===== src/rtl/hdmi_log_reader_if.sv =====
// Bus bundle for the HDMI log reader: FIFO read side plus the byte stream
// toward the USB host path. The reader uses the master view; the FIFO and
// the downstream packetizer together form the slave view.
interface hdmi_log_reader_if;
  logic        log_empty;
  logic        log_read;
  logic [39:0] log_data;
  logic [7:0]  out_data;
  logic        out_valid;
  logic        out_ready;
  logic        out_last;

  modport master (
    input  log_empty,
    input  log_data,
    input  out_ready,
    output log_read,
    output out_data,
    output out_valid,
    output out_last
  );

  modport slave (
    output log_empty,
    output log_data,
    output out_ready,
    input  log_read,
    input  out_data,
    input  out_valid,
    input  out_last
  );
endinterface


===== src/rtl/hdmi_log_reader.sv =====
// HDMI log reader: pops 40-bit words (four packed 10-bit TMDS symbols) from
// the non-show-ahead log FIFO and emits each as five bytes, MSB first, on a
// valid/ready stream. out_last flags the final byte of every BURST_WORDS-word
// burst so the packetizer can close a USB packet. Single clock domain.
module hdmi_log_reader #(
  parameter int unsigned BURST_WORDS = 102
) (
  input  logic              log_clk,
  input  logic              reset_n,
  input  logic              enable,
  hdmi_log_reader_if.master log_bus,
  output logic [31:0]       words_read
);

  typedef enum logic [1:0] {
    IDLE = 2'd0,
    READ = 2'd1,
    LOAD = 2'd2,
    SEND = 2'd3
  } state_t;

  // Burst counter value at which the closing byte carries out_last.
  localparam logic [15:0] BURST_LAST = 16'(BURST_WORDS - 32'd1);

  state_t      state_r;
  state_t      state_nxt_s;
  logic        log_read_r;
  logic        log_read_nxt_s;
  logic [7:0]  out_data_r;
  logic [7:0]  out_data_nxt_s;
  logic        out_valid_r;
  logic        out_valid_nxt_s;
  logic        out_last_r;
  logic        out_last_nxt_s;
  logic [31:0] words_read_r;
  logic [31:0] words_read_nxt_s;
  logic [2:0]  byte_idx_r;
  logic [2:0]  byte_idx_nxt_s;
  logic [15:0] burst_cnt_r;
  logic [15:0] burst_cnt_nxt_s;
  logic [39:0] shift_r;
  logic [39:0] shift_nxt_s;
  logic        accept_s;
  logic        pop_s;

  // A byte leaves only on a full handshake; a pop needs permission and data.
  assign accept_s = out_valid_r & log_bus.out_ready;
  assign pop_s    = enable & ~log_bus.log_empty;

  assign log_bus.log_read  = log_read_r;
  assign log_bus.out_data  = out_data_r;
  assign log_bus.out_valid = out_valid_r;
  assign log_bus.out_last  = out_last_r;
  assign words_read        = words_read_r;

  // State and datapath registers; reset discards any partial word.
  always_ff @(posedge log_clk or negedge reset_n) begin
    if (!reset_n) begin
      state_r      <= IDLE;
      log_read_r   <= 1'b0;
      out_data_r   <= 8'h00;
      out_valid_r  <= 1'b0;
      out_last_r   <= 1'b0;
      words_read_r <= 32'd0;
      byte_idx_r   <= 3'd0;
      burst_cnt_r  <= 16'd0;
      shift_r      <= 40'd0;
    end else begin
      state_r      <= state_nxt_s;
      log_read_r   <= log_read_nxt_s;
      out_data_r   <= out_data_nxt_s;
      out_valid_r  <= out_valid_nxt_s;
      out_last_r   <= out_last_nxt_s;
      words_read_r <= words_read_nxt_s;
      byte_idx_r   <= byte_idx_nxt_s;
      burst_cnt_r  <= burst_cnt_nxt_s;
      shift_r      <= shift_nxt_s;
    end
  end

  // Next-state logic: enable and log_empty matter only in IDLE.
  always_comb begin
    state_nxt_s = state_r;
    case (state_r)
      IDLE: begin
        if (pop_s) begin
          state_nxt_s = READ;
        end else begin
          state_nxt_s = IDLE;
        end
      end
      READ: state_nxt_s = LOAD;
      LOAD: state_nxt_s = SEND;
      SEND: begin
        if (accept_s && (byte_idx_r == 3'd4)) begin
          state_nxt_s = IDLE;
        end else begin
          state_nxt_s = SEND;
        end
      end
      default: state_nxt_s = IDLE;
    endcase
  end

  // Next values of the registered outputs and the byte shifter.
  always_comb begin
    log_read_nxt_s   = log_read_r;
    out_data_nxt_s   = out_data_r;
    out_valid_nxt_s  = out_valid_r;
    out_last_nxt_s   = out_last_r;
    words_read_nxt_s = words_read_r;
    byte_idx_nxt_s   = byte_idx_r;
    burst_cnt_nxt_s  = burst_cnt_r;
    shift_nxt_s      = shift_r;
    case (state_r)
      IDLE: begin
        if (pop_s) begin
          log_read_nxt_s   = 1'b1;
          words_read_nxt_s = words_read_r + 32'd1;
        end else begin
          log_read_nxt_s   = 1'b0;
        end
      end
      READ: begin
        // FIFO data lands during LOAD, one cycle after the read strobe.
        log_read_nxt_s = 1'b0;
      end
      LOAD: begin
        shift_nxt_s     = log_bus.log_data;
        out_data_nxt_s  = log_bus.log_data[39:32];
        out_valid_nxt_s = 1'b1;
        out_last_nxt_s  = 1'b0;
        byte_idx_nxt_s  = 3'd0;
      end
      SEND: begin
        if (accept_s) begin
          if (byte_idx_r < 3'd4) begin
            shift_nxt_s    = {shift_r[31:0], 8'h00};
            out_data_nxt_s = shift_r[31:24];
            byte_idx_nxt_s = byte_idx_r + 3'd1;
            // Only the fifth byte of the burst-closing word is flagged.
            out_last_nxt_s = (byte_idx_r == 3'd3) && (burst_cnt_r == BURST_LAST);
          end else begin
            out_valid_nxt_s = 1'b0;
            out_last_nxt_s  = 1'b0;
            if (burst_cnt_r == BURST_LAST) begin
              burst_cnt_nxt_s = 16'd0;
            end else begin
              burst_cnt_nxt_s = burst_cnt_r + 16'd1;
            end
          end
        end else begin
          // Stall: everything presented downstream holds.
          out_valid_nxt_s = out_valid_r;
        end
      end
      default: begin
        log_read_nxt_s   = 1'b0;
        out_data_nxt_s   = 8'h00;
        out_valid_nxt_s  = 1'b0;
        out_last_nxt_s   = 1'b0;
        byte_idx_nxt_s   = 3'd0;
        shift_nxt_s      = 40'd0;
      end
    endcase
  end

endmodule


===== src/flat_wrapper.sv =====
// flat-port wrapper written by rule: the top's interface ports become plain ports
module hdmi_log_reader_flat 
#(
  parameter int unsigned BURST_WORDS = 102
)
  (log_clk, reset_n, enable, words_read, log_bus_log_empty, log_bus_log_data, log_bus_out_ready, log_bus_log_read, log_bus_out_data, log_bus_out_valid, log_bus_out_last);
  hdmi_log_reader_if log_bus_i ();
  input  logic log_clk;
  input  logic reset_n;
  input  logic enable;
  output logic [31:0] words_read;
  input wire logic [$bits(log_bus_i.log_empty)-1:0] log_bus_log_empty;
  input wire logic [$bits(log_bus_i.log_data)-1:0] log_bus_log_data;
  input wire logic [$bits(log_bus_i.out_ready)-1:0] log_bus_out_ready;
  output wire logic [$bits(log_bus_i.log_read)-1:0] log_bus_log_read;
  output wire logic [$bits(log_bus_i.out_data)-1:0] log_bus_out_data;
  output wire logic [$bits(log_bus_i.out_valid)-1:0] log_bus_out_valid;
  output wire logic [$bits(log_bus_i.out_last)-1:0] log_bus_out_last;
  assign log_bus_i.log_empty = log_bus_log_empty;
  assign log_bus_i.log_data = log_bus_log_data;
  assign log_bus_i.out_ready = log_bus_out_ready;
  assign log_bus_log_read = log_bus_i.log_read;
  assign log_bus_out_data = log_bus_i.out_data;
  assign log_bus_out_valid = log_bus_i.out_valid;
  assign log_bus_out_last = log_bus_i.out_last;
  hdmi_log_reader #(.BURST_WORDS(BURST_WORDS)) u_core (.log_clk(log_clk), .reset_n(reset_n), .enable(enable), .log_bus(log_bus_i), .words_read(words_read));
endmodule

===== config.mk =====
export PLATFORM = sky130hd
export DESIGN_NAME = hdmi_log_reader_flat
export DESIGN_NICKNAME = d
export VERILOG_FILES = /design/src/rtl/hdmi_log_reader_if.sv /design/src/rtl/hdmi_log_reader.sv /design/src/flat_wrapper.sv
export SDC_FILE = /design/constraint.sdc
export NUM_CORES = 1
export LEC_CHECK = 0
export CAP_MARGIN = 10
export CORE_UTILIZATION = 52
export DETAILED_ROUTE_END_ITERATION = 12
export PLACE_DENSITY_LB_ADDON = 0.1
export SLEW_MARGIN = 20
export SYNTH_ARGS = -nofsm -noshare
export SYNTH_HDL_FRONTEND = slang
export SYNTH_SLANG_ARGS = --single-unit

===== constraint.sdc =====
create_clock -name log_clk -period 2.33 [get_ports log_clk]
set_input_delay 0.3495 -clock log_clk [delete_from_list [all_inputs] [get_ports log_clk]]
set_output_delay 0.3495 -clock log_clk [all_outputs]
set_load 0.01 [all_outputs]

==> impl_metrics.ini, run 1 <==
[clocking]
cts_setup_buffers = 0
clk-insertion-delay-late_ns = 0.36
clock-root-buffer = clkbuf_8
numCtsBuffers = 9
cts_tree = yes
cts_buffer_depth = 2
htreeDepth = 3
clk_pin_slew_ns = 0.09
clock-sinks = 96

[synthesis]
yosys_warnings = 0
async_reset_ff_share_pct = 100
ys_ff_latch = 96
synth_cell_type_count = 38
synth.avg_cell_area_um2 = 10.8
netlist_instances = 409
synth_edf_count = 0
syn-cell-area_mm2 = 0.00441
syn_nets = 460
seq_area_frac_synth_pct = 54.5
ys.flop_type = dfrtp_1

[cells_and_area]
n_antenna_cell = 0
layout-drive-gt1-share_pct = 6.51
area_growth_pct = 28.6
fin_nets = 553
stdcell_area_mm2 = 0.00567
fill_cells = 640
instances_no_fill = 612

[detailed_routing]
route.detailed.drc = 0
final_antenna_net_count = 0
dr.pass1.iters = 4
viasPerCell = 5.38
drt_iter0_markers = 153
num_vias = 3290
routed_wl_um = 8720
post_drt_wl_per_cell_um = 14.2

[global_routing]
grt_start_max_net_pins = 53
grtUsageMet2_pct = 33.7
met1_usage_pct = 30.4
grt_usage_pct = 21.8
grt_use_met3_pct = 4.53
busiest_layer = met2
antenna_found_initial = 0
first_global_vias = 3212
grt_pass1_wl_um = 14800
grt_remaining_overflow = 0

[floorplan]
die_w_um = 94.1
fp.coreArea_mm2 = 0.00822
die_h_um = 94.1
design.die.area_mm2 = 0.00885
ios = 88
start_util_pct = 53.6
std_cell_rows = 33

[placed_design]
portBuffers = 87
placed_cells = 595
routabilityCongestion = 0.807
place_ws_ns = 0.0602
placed_area_mm2 = 0.00544
dp_hpwl_um = 6330

[sta]
setup_viol = 0
rsz0062_at_grt = false
fmax_mhz = 520
final_max_slew_viol_count = 0
final-hold-violation-count = 0
clock_skew_ns = 0.00875
fin_tns_setup_ns = 0
worst_pin_slew_ns = 0.725
final.period_utilization_pct = 82.5
setup_ws_ns = 0.407
slew_headroom_pct = 51.6
fin_crit_ns = 1.92

[setup_path]
cp-end-kind = flop
slowest_delay_ns = 0.58
arrival_ns = 2.21
start_kind = flop
crit_required_ns = 2.62
critPathKind = flop to flop
critPathMaxFanout = 20
path_buf_inv = 1
crit_chain = or4b_4 -> nor4_4 -> buf_12 -> and4_4 -> xor2_2
r2r_slack_ns = 0.41
path_delay_family = simple AND/OR/NAND/NOR gates
slowest_stage = or4b_4

[power]
p_per_area_mw_per_mm2 = 767
power_leakage_nw = 2.44
irDropWorstVdd_mv = 0.389
power.total_w = 0.00435

[job]
max_cap_violations = 0

[hold_path]
holdCritPathClass = flop to flop

[run_status]
outcome = complete, no violations
==> placed cells by master (no fill, tap or decap), types with 2 or more instances in the layout <==
master	synthesis	final
buf_12	0	3
a21o_1	3	3
nand3b_1	3	3
xnor2_1	30	30
nor3_1	8	8
nor4b_1	2	2
or3_1	2	2
nand4_1	13	13
ha_1	6	6
a22o_1	9	9
dfrtp_1	96	96
mux2i_1	32	32
bufinv_16	0	2
clkdlybuf4s50_1	0	86
nor2_1	14	14
nand2_1	63	62
xor2_1	10	10
clkbuf_8	0	9
nor4_1	4	4
and4_1	6	6
o21ai_0	37	37
and3_1	7	7
buf_4	1	10
nand3_1	25	25
or4_1	2	2
clkbuf_1	10	2
inv_1	6	6
==> layout make-up <==
type	instances	area, um^2	share of cell area (%)
repair buffers	100	1010	17.8
well taps	105	131	2.32
inverters	6	22.5	0.397
multi-input cells	289	1890	33.4
clock inverters	5	81.3	1.44
clock buffers	11	131	2.32
flip-flops and latches	96	2400	42.4
==> metal layers <==
metal	share of wire, %	vias up
li1	-	1632
met1	47	1549
met2	47	94
met3	4.2	15
met4	1.3	0
met5	0	-
==> worst reg2reg max path: cells and delay by family, from the launching register on <==
kind	cells	cell delay [ns]
flip-flops	1	0.39
XOR/XNOR	1	0.12
buffers and inverters	1	0.19
AND/OR/NAND/NOR	3	1.15
==> registers in the layout (all words and copies together) (netlist names) <==
name                      flops
u_core.words_read            32
u_core.state_r                2
u_core.shift_r               32
u_core.byte_idx_r             3
u_core.log_bus.out_valid      1
u_core.log_bus.out_data       8
u_core.burst_cnt_r           16
u_core.log_bus.out_last       1
u_core.log_bus.log_read       1
==> kinds of logic (layout without fill, tap and decap cells) <==
logic type	count (synthesis)	after routing	synth area share [%]
and+or+nand+nor	156	156	18.2
DFF	96	96	54.5
AOI/OAI and AO/OA	54	54	7.41
xor gates and xnor gates	41	41	8.32
muxes	32	32	7.27
buffers and inverters	24	122	2.64
adders and majority gates	6	6	1.70
==> what timing repair did <==
item                      CTS  global route
resized for setup           0             0
hold buffers                1             0
hold endpoints to repair   40             0
==> final timing paths <==
check	to	startpoint	cells after the start
worst max register to register	u_core.words_read[29]	u_core.state_r[1]	5
min in group asynchronous	u_core.words_read[12]	reset_n	2
max in group asynchronous	u_core.words_read[26]	reset_n	3
worst max-delay path	u_core.words_read[29]	u_core.state_r[1]	5
worst min-delay path	u_core.words_read[31]	u_core.words_read[31]	1
worst min register to register	u_core.words_read[31]	u_core.words_read[31]	1
==> power breakdown <==
| part | leakage [nW] | switching, W | internal (W) | total, W |
|---|---|---|---|---|
| Combinational | 1.07 | 0.000510 | 0.000527 | 0.00104 |
| Sequential | 1.27 | 0.000201 | 0.00194 | 0.00214 |
| Clock | 0.104 | 0.000569 | 0.000606 | 0.00117 |
==> Yosys cell counts (6+ instances only) <==
library cell   n  share of area [%]
xor2_1        10                2.0
a22o_1         9                1.8
inv_1          6               0.51
clkbuf_1      10               0.85
nor3_1         8               0.91
dfrtp_1       96                 54
nand4_1       13                1.8
nor2_1        14                1.2
nand3_1       25                2.8
nand2_1       63                5.4
and3_1         7               0.99
o21ai_0       37                4.2
mux2i_1       32                7.3
ha_1           6                1.7
and4_1         6                1.2
xnor2_1       30                6.0
==> metrics by stage <==
step                      hold slack, ns  utilization, %
after global routing               0.514            69.0
final                              0.481            69.0
after detailed placement           0.373            66.3
after global placement             0.369            66.3
after CTS                          0.480            69.0
after floorplan                   0.0539               -
Note: power is estimated with default switching activity, not from simulation.
==> run 2, diff against run 1 <==
Clock period 2.33 ns to 1.96 ns, I/O delays scaled along.
==> run 2 against run 1 <==
  * Cell count is 0.65% higher
  * Sequential share of layout area is 0.21 points lower
  * Final area is 0.51% higher
  * Register-to-register slack worse by 0.26 ns
  * Utilization is 0.35 points higher
  * Via count is 0.43% lower
  * Clock-buffer cell count is 1 higher
  * Global-route usage is 1.1 points lower
  * Worst hold slack worse by 0.065 ns
  * First-iteration DRC count is 16% lower
  * Clock power is 10% higher
  * Sequential cell count stayed put
  * Largest cell class unchanged
==> impl_metrics.ini, run 2 (synthesized netlist as in run 1, its figures left out) <==
[detailed_routing]
wl_met1_um = 4100
num_vias = 3276
wl_met2_um = 3890
drt_iter0_markers = 128
dr.pass1.iters = 4
wl_met3_um = 410
viasPerCell = 5.32
post_drt_wl_per_cell_um = 13.9
route.detailed.drc = 0
final_antenna_net_count = 0
routed_wl_um = 8530
top_layer = met4

[sta]
slew_headroom_pct = 73.2
clock_skew_ns = 0.0147
fin_crit_ns = 1.82
final.period_utilization_pct = 92.6
hold_slack_ns = 0.416
setup_viol = 0
final_max_slew_viol_count = 0
fmax_mhz = 551
final-hold-violation-count = 0
fin_tns_setup_ns = 0
worst_pin_slew_ns = 0.396
rsz0062_at_grt = false

[power]
combPwrFrac_pct = 24.8
switching_share_pct = 29.6
switchingPower_w = 0.00150
pwr-share-seq_pct = 49.8
pwr-share-clk_pct = 25.4
power_leakage_nw = 2.45
p_int_w = 0.00357
power.total_w = 0.00507
p_per_area_mw_per_mm2 = 890
irDropWorstVdd_mv = 0.524

[setup_path]
worstReg2RegStart = u_core.state_r[1]
worstReg2RegEnd = u_core.words_read[29]
crit_required_ns = 2.24
reg2regPathDepth = 5
r2r_slack_ns = 0.14
critPathMaxFanout = 20
start_kind = flop
cp-end-kind = flop
critPathKind = flop to flop
arrival_ns = 2.10

[placed_design]
portBuffers = 87
dp_hpwl_um = 6150
routabilityCongestion = 0.807
placed_cells = 599

[clocking]
clk_pin_slew_ns = 0.09
cts_hold_buffers = 1
ctsResizeCount = 0
clock-sinks = 96
htreeDepth = 3
cts_buffer_depth = 2
numCtsBuffers = 9
clock-root-buffer = clkbuf_8
cts_tree = yes
clk-insertion-delay-late_ns = 0.35
cts_setup_buffers = 0

[floorplan]
die_w_um = 94.1
std_cell_rows = 33
design.die.area_mm2 = 0.00885
fp.coreArea_mm2 = 0.00822
start_util_pct = 53.6
ios = 88
die_h_um = 94.1

[global_routing]
grt_pass1_wl_um = 14300
first_global_vias = 3177
grt_start_max_net_pins = 75
antenna_found_initial = 0
grt_remaining_overflow = 0
grt_usage_pct = 20.7

[hold_path]
holdCritPathClass = primary input to async pin

[cells_and_area]
fin_nets = 557
layout-drive-gt1-share_pct = 7.24
n_antenna_cell = 0
instances_no_fill = 616
layout_commonest_cell = dfrtp_1
mostFrequentLayoutCells = dfrtp_1, clkdlybuf4s50_1, nand2_1
area_growth_pct = 29.2

[job]
max_cap_violations = 0

[run_status]
outcome = complete, no violations
-- run 2: cell count changes in the layout (fill, tap and decap cells not counted), sizes merged --
| cell | change |
|---|---|
| clkbuf | +1 |
| clkinvlp | +1 |
| buf | +4 |
| clkinv | -1 |
| bufinv | -1 |
-- run 2: worst max-delay path: stages, from the launching register on --
cell and delay, ns:
dfrtp_1 0.39, or4b_4 0.60, nor4_4 0.22, buf_12 0.19, and4_4 0.23, xor2_2 0.13
-- run 2: per-stage QoR --
step           worst slack [ns]  utilization [%]  area, um^2
3_3_place_gp             -0.131             66.8        5490
3_5_place_dp             -0.190             66.8        5490
4_1_cts                   0.131             69.3        5700
2_1_floorplan            0.0859                -        4410
6_report                  0.144             69.3        5700
5_1_grt                  0.0621             69.3        5700
-- run 2: final cells by class --
type	count	area, um^2
fill	630	2520
sequential	96	2400
multi-input combinational	289	1890
timing repair buffer	104	1050
clock buffer	12	145
tap	105	131
clock inverter	4	53.8
inverter	6	22.5
-- run 2: how the worst max path moves through the flow --
| stage | from | to | cells after the start |
|---|---|---|---|
| global route | u_core.state_r[1] | u_core.words_read[29] | 5 |
| detailed placement | enable | u_core.words_read[29] | 6 |
| finish | u_core.state_r[1] | u_core.words_read[29] | 5 |
| global placement | enable | u_core.words_read[29] | 6 |
| floorplan | u_core.state_r[0] | u_core.words_read[8] | 6 |
| CTS | u_core.state_r[1] | u_core.words_read[29] | 5 |
-- run 2: layer usage --
metal  vias to the layer above  GRT usage, %
met4                         0          7.82
met3                        10          4.53
li1                       1626             -
met2                        75          32.7
met5                         -             0
met1                      1565          27.9
-- run 2: power groups by stage --
stage / clock, W / combinational [W] / sequential, W
3_3_place_gp: 0 / 0.00123 / 0.00255
5_1_grt: 0.00141 / 0.00142 / 0.00258
3_5_place_dp: 0 / 0.00127 / 0.00257
4_1_cts: 0.00134 / 0.00128 / 0.00253
6_report: 0.00129 / 0.00126 / 0.00253
2_1_floorplan: 0 / 0.000764 / 0.00255
==> variant (config.mk and constraints of run 2) <==
Reset style: synchronous (`reset_n`), changed in one clocked block.
--- a/src/rtl/hdmi_log_reader.sv
+++ b/src/rtl/hdmi_log_reader.sv
@@ -56,3 +56,3 @@
   // State and datapath registers; reset discards any partial word.
-  always_ff @(posedge log_clk or negedge reset_n) begin
+  always_ff @(posedge log_clk) begin
     if (!reset_n) begin
Behaviour: differs if reset_n is asserted again (counterexample within 4 cycles, from zero or initial values and one cycle with reset_n low); with reset_n held inactive, the same outputs for 10 cycles.
==> variant against run 2 <==
  * The run now ends with setup timing left
  * Cell area is 4.5% higher
  * Area after synthesis fell by 1.1%
  * Sequential cell count is the same
  * Die area down 1.1%
  * Routed wire length grew 31%
  * Critical path type is now primary input to flop
  * Non-clock buffer count is 35 higher
  * Worst setup slack lost 0.25 ns
  * Critical endpoint is now u_core.words_read[22]
Power is not compared: it rests on default switching activity, and its combinational part moved more than twofold at a synthesized area within 25%.
==> variant: results (changes against run 2) <==
outcome = complete, but fails checks (was finished, final reports clean)
worst-case clock skew = 0.0126 ns (was 0.0147 ns)
worst reg2reg startpoint = u_core.state_r[0] (was u_core.state_r[1])
critical path's largest stage delay = 0.54 ns (was 0.60 ns)
first-pass GRT wire length = 18300 µm (was 14300 µm)
final critical-path setup slack = -0.103 ns (was 0.144 ns)
number of endpoints failing setup at the final stage = 8 (was 0)
multiplexer area fraction after synthesis = 0.230% (was 7.27%)
end of the worst register-to-register path = u_core.words_read[22] (was u_core.words_read[29])
largest cells by area after synthesis = sky130_fd_sc_hd__dfxtp_1 (44%), sky130_fd_sc_hd__nand2_1 (7.2%), sky130_fd_sc_hd__a311oi_1 (6.6%) (was sky130_fd_sc_hd__dfrtp_1 (54%), sky130_fd_sc_hd__mux2i_1 (7.3%), sky130_fd_sc_hd__xnor2_1 (6.0%))
most frequent cells after synthesis = sky130_fd_sc_hd__dfxtp_1 (96), sky130_fd_sc_hd__nand2_1 (84), sky130_fd_sc_hd__nor2_1 (55), sky130_fd_sc_hd__a21oi_1 (41), sky130_fd_sc_hd__a311oi_1 (33) (was sky130_fd_sc_hd__dfrtp_1 (96), sky130_fd_sc_hd__nand2_1 (63), sky130_fd_sc_hd__o21ai_0 (37), sky130_fd_sc_hd__mux2i_1 (32), sky130_fd_sc_hd__xnor2_1 (30))
synthesized-area fraction occupied by ao, oa, aoi and oai cells = 18.6% (was 7.41%)
Slew @ Worst Pin = 0.535 ns (was 0.396 ns)
worst setup path startpoint = log_bus_log_empty (was u_core.state_r[1])
per-cell routed wire length = 14.7 µm (was 13.9 µm)
vias in the first global route = 4041 (was 3177)
half-perimeter wire length after detailed placement = 7540 µm (was 6150 µm)
met3 routed wirelength = 390 µm (was 410 µm)
overall fraction of global-route tracks in use = 25.8% (was 20.7%)
failing checks = setup timing
instance area after placement = 5630 µm² (was 5490 µm²)
xor/xnor share of the synthesized area = 2.41% (was 8.32%)
Reg2Reg Depth = 4 (was 5)
DP Cell Count = 735 (was 599)
post-synth cell types = 43 (was 38)
register area share after synthesis = 44.1% (was 54.5%)
number of nets in the layout = 699 (was 557)
iteration-0 DRC count of the detailed router = 199 (was 128)
share of synthesized registers carrying an async set or reset = 0% (was 100%)
Slowest-stage cell, CP = sky130_fd_sc_hd__or4_4 (was sky130_fd_sc_hd__or4b_4)
layout cells sized above 1 = 13.5% (was 7.24%)
maximum number of pins on one net before global-route repair = 39 (was 75)
worst setup path category = primary input to flop (was flop to flop)
variant: what timing repair did:
action | 4_1_cts | 5_1_grt
buffers inserted | 2 | 5
pin swaps | 1 | 4
endpoints found under the setup margin | 14 | 16
hold buffers | 0 | 0
resized for setup | 5 | 16
gates cloned | 0 | 1
variant: power by group:
| group | internal (W) | switching, W |
|---|---|---|
| registers | 0.00202 | 0.0000401 |
| logic | 0.000231 | 0.000210 |
| clock network | 0.000590 | 0.000704 |
| total | 0.00284 | 0.000954 |
variant: final cells by class:
class | count | area, µm²
repair buffers | 139 | 1320
multi-input cells | 389 | 2330
inverters | 13 | 48.8
well taps | 105 | 131
clock inverters | 6 | 67.6
flip-flops and latches | 96 | 1920
fillers | 640 | 2220
clock buffers | 9 | 124
variant: per-layer routing:
| layer | up-vias | global-route usage (%) |
|---|---|---|
| li1 | 2189 | - |
| met1 | 2102 | 33.7 |
| met2 | 91 | 43.4 |
| met3 | 16 | 3.58 |
| met4 | 0 | 8.97 |
| met5 | - | 0 |
variant: stage by stage:
stage / hold slack (ns) / worst slack (ns) / utilization (%) / power, W / setup TNS [ns]
2_1_floorplan: 0.432 / -0.173 / - / 0.00232 / -1.04
3_3_place_gp: 0.459 / -0.510 / 68.8 / 0.00253 / -7.15
3_5_place_dp: 0.472 / -0.534 / 68.8 / 0.00255 / -8.05
4_1_cts: 0.479 / -0.151 / 71.6 / 0.00382 / -0.817
5_1_grt: 0.499 / -0.127 / 72.8 / 0.00396 / -0.930
6_report: 0.483 / -0.103 / 72.8 / 0.00380 / -0.572
variant: cells by family (layout without fill, tap and decap cells):
family                     count (synthesis)  after routing
muxes                                      1              1
xor gates and xnor gates                  12             12
AOI/OAI and AO/OA                        122            122
and+or+nand+nor                          247            248
buffers and inverters                     49            167
DFF                                       96             96
adders and majority gates                  6              6
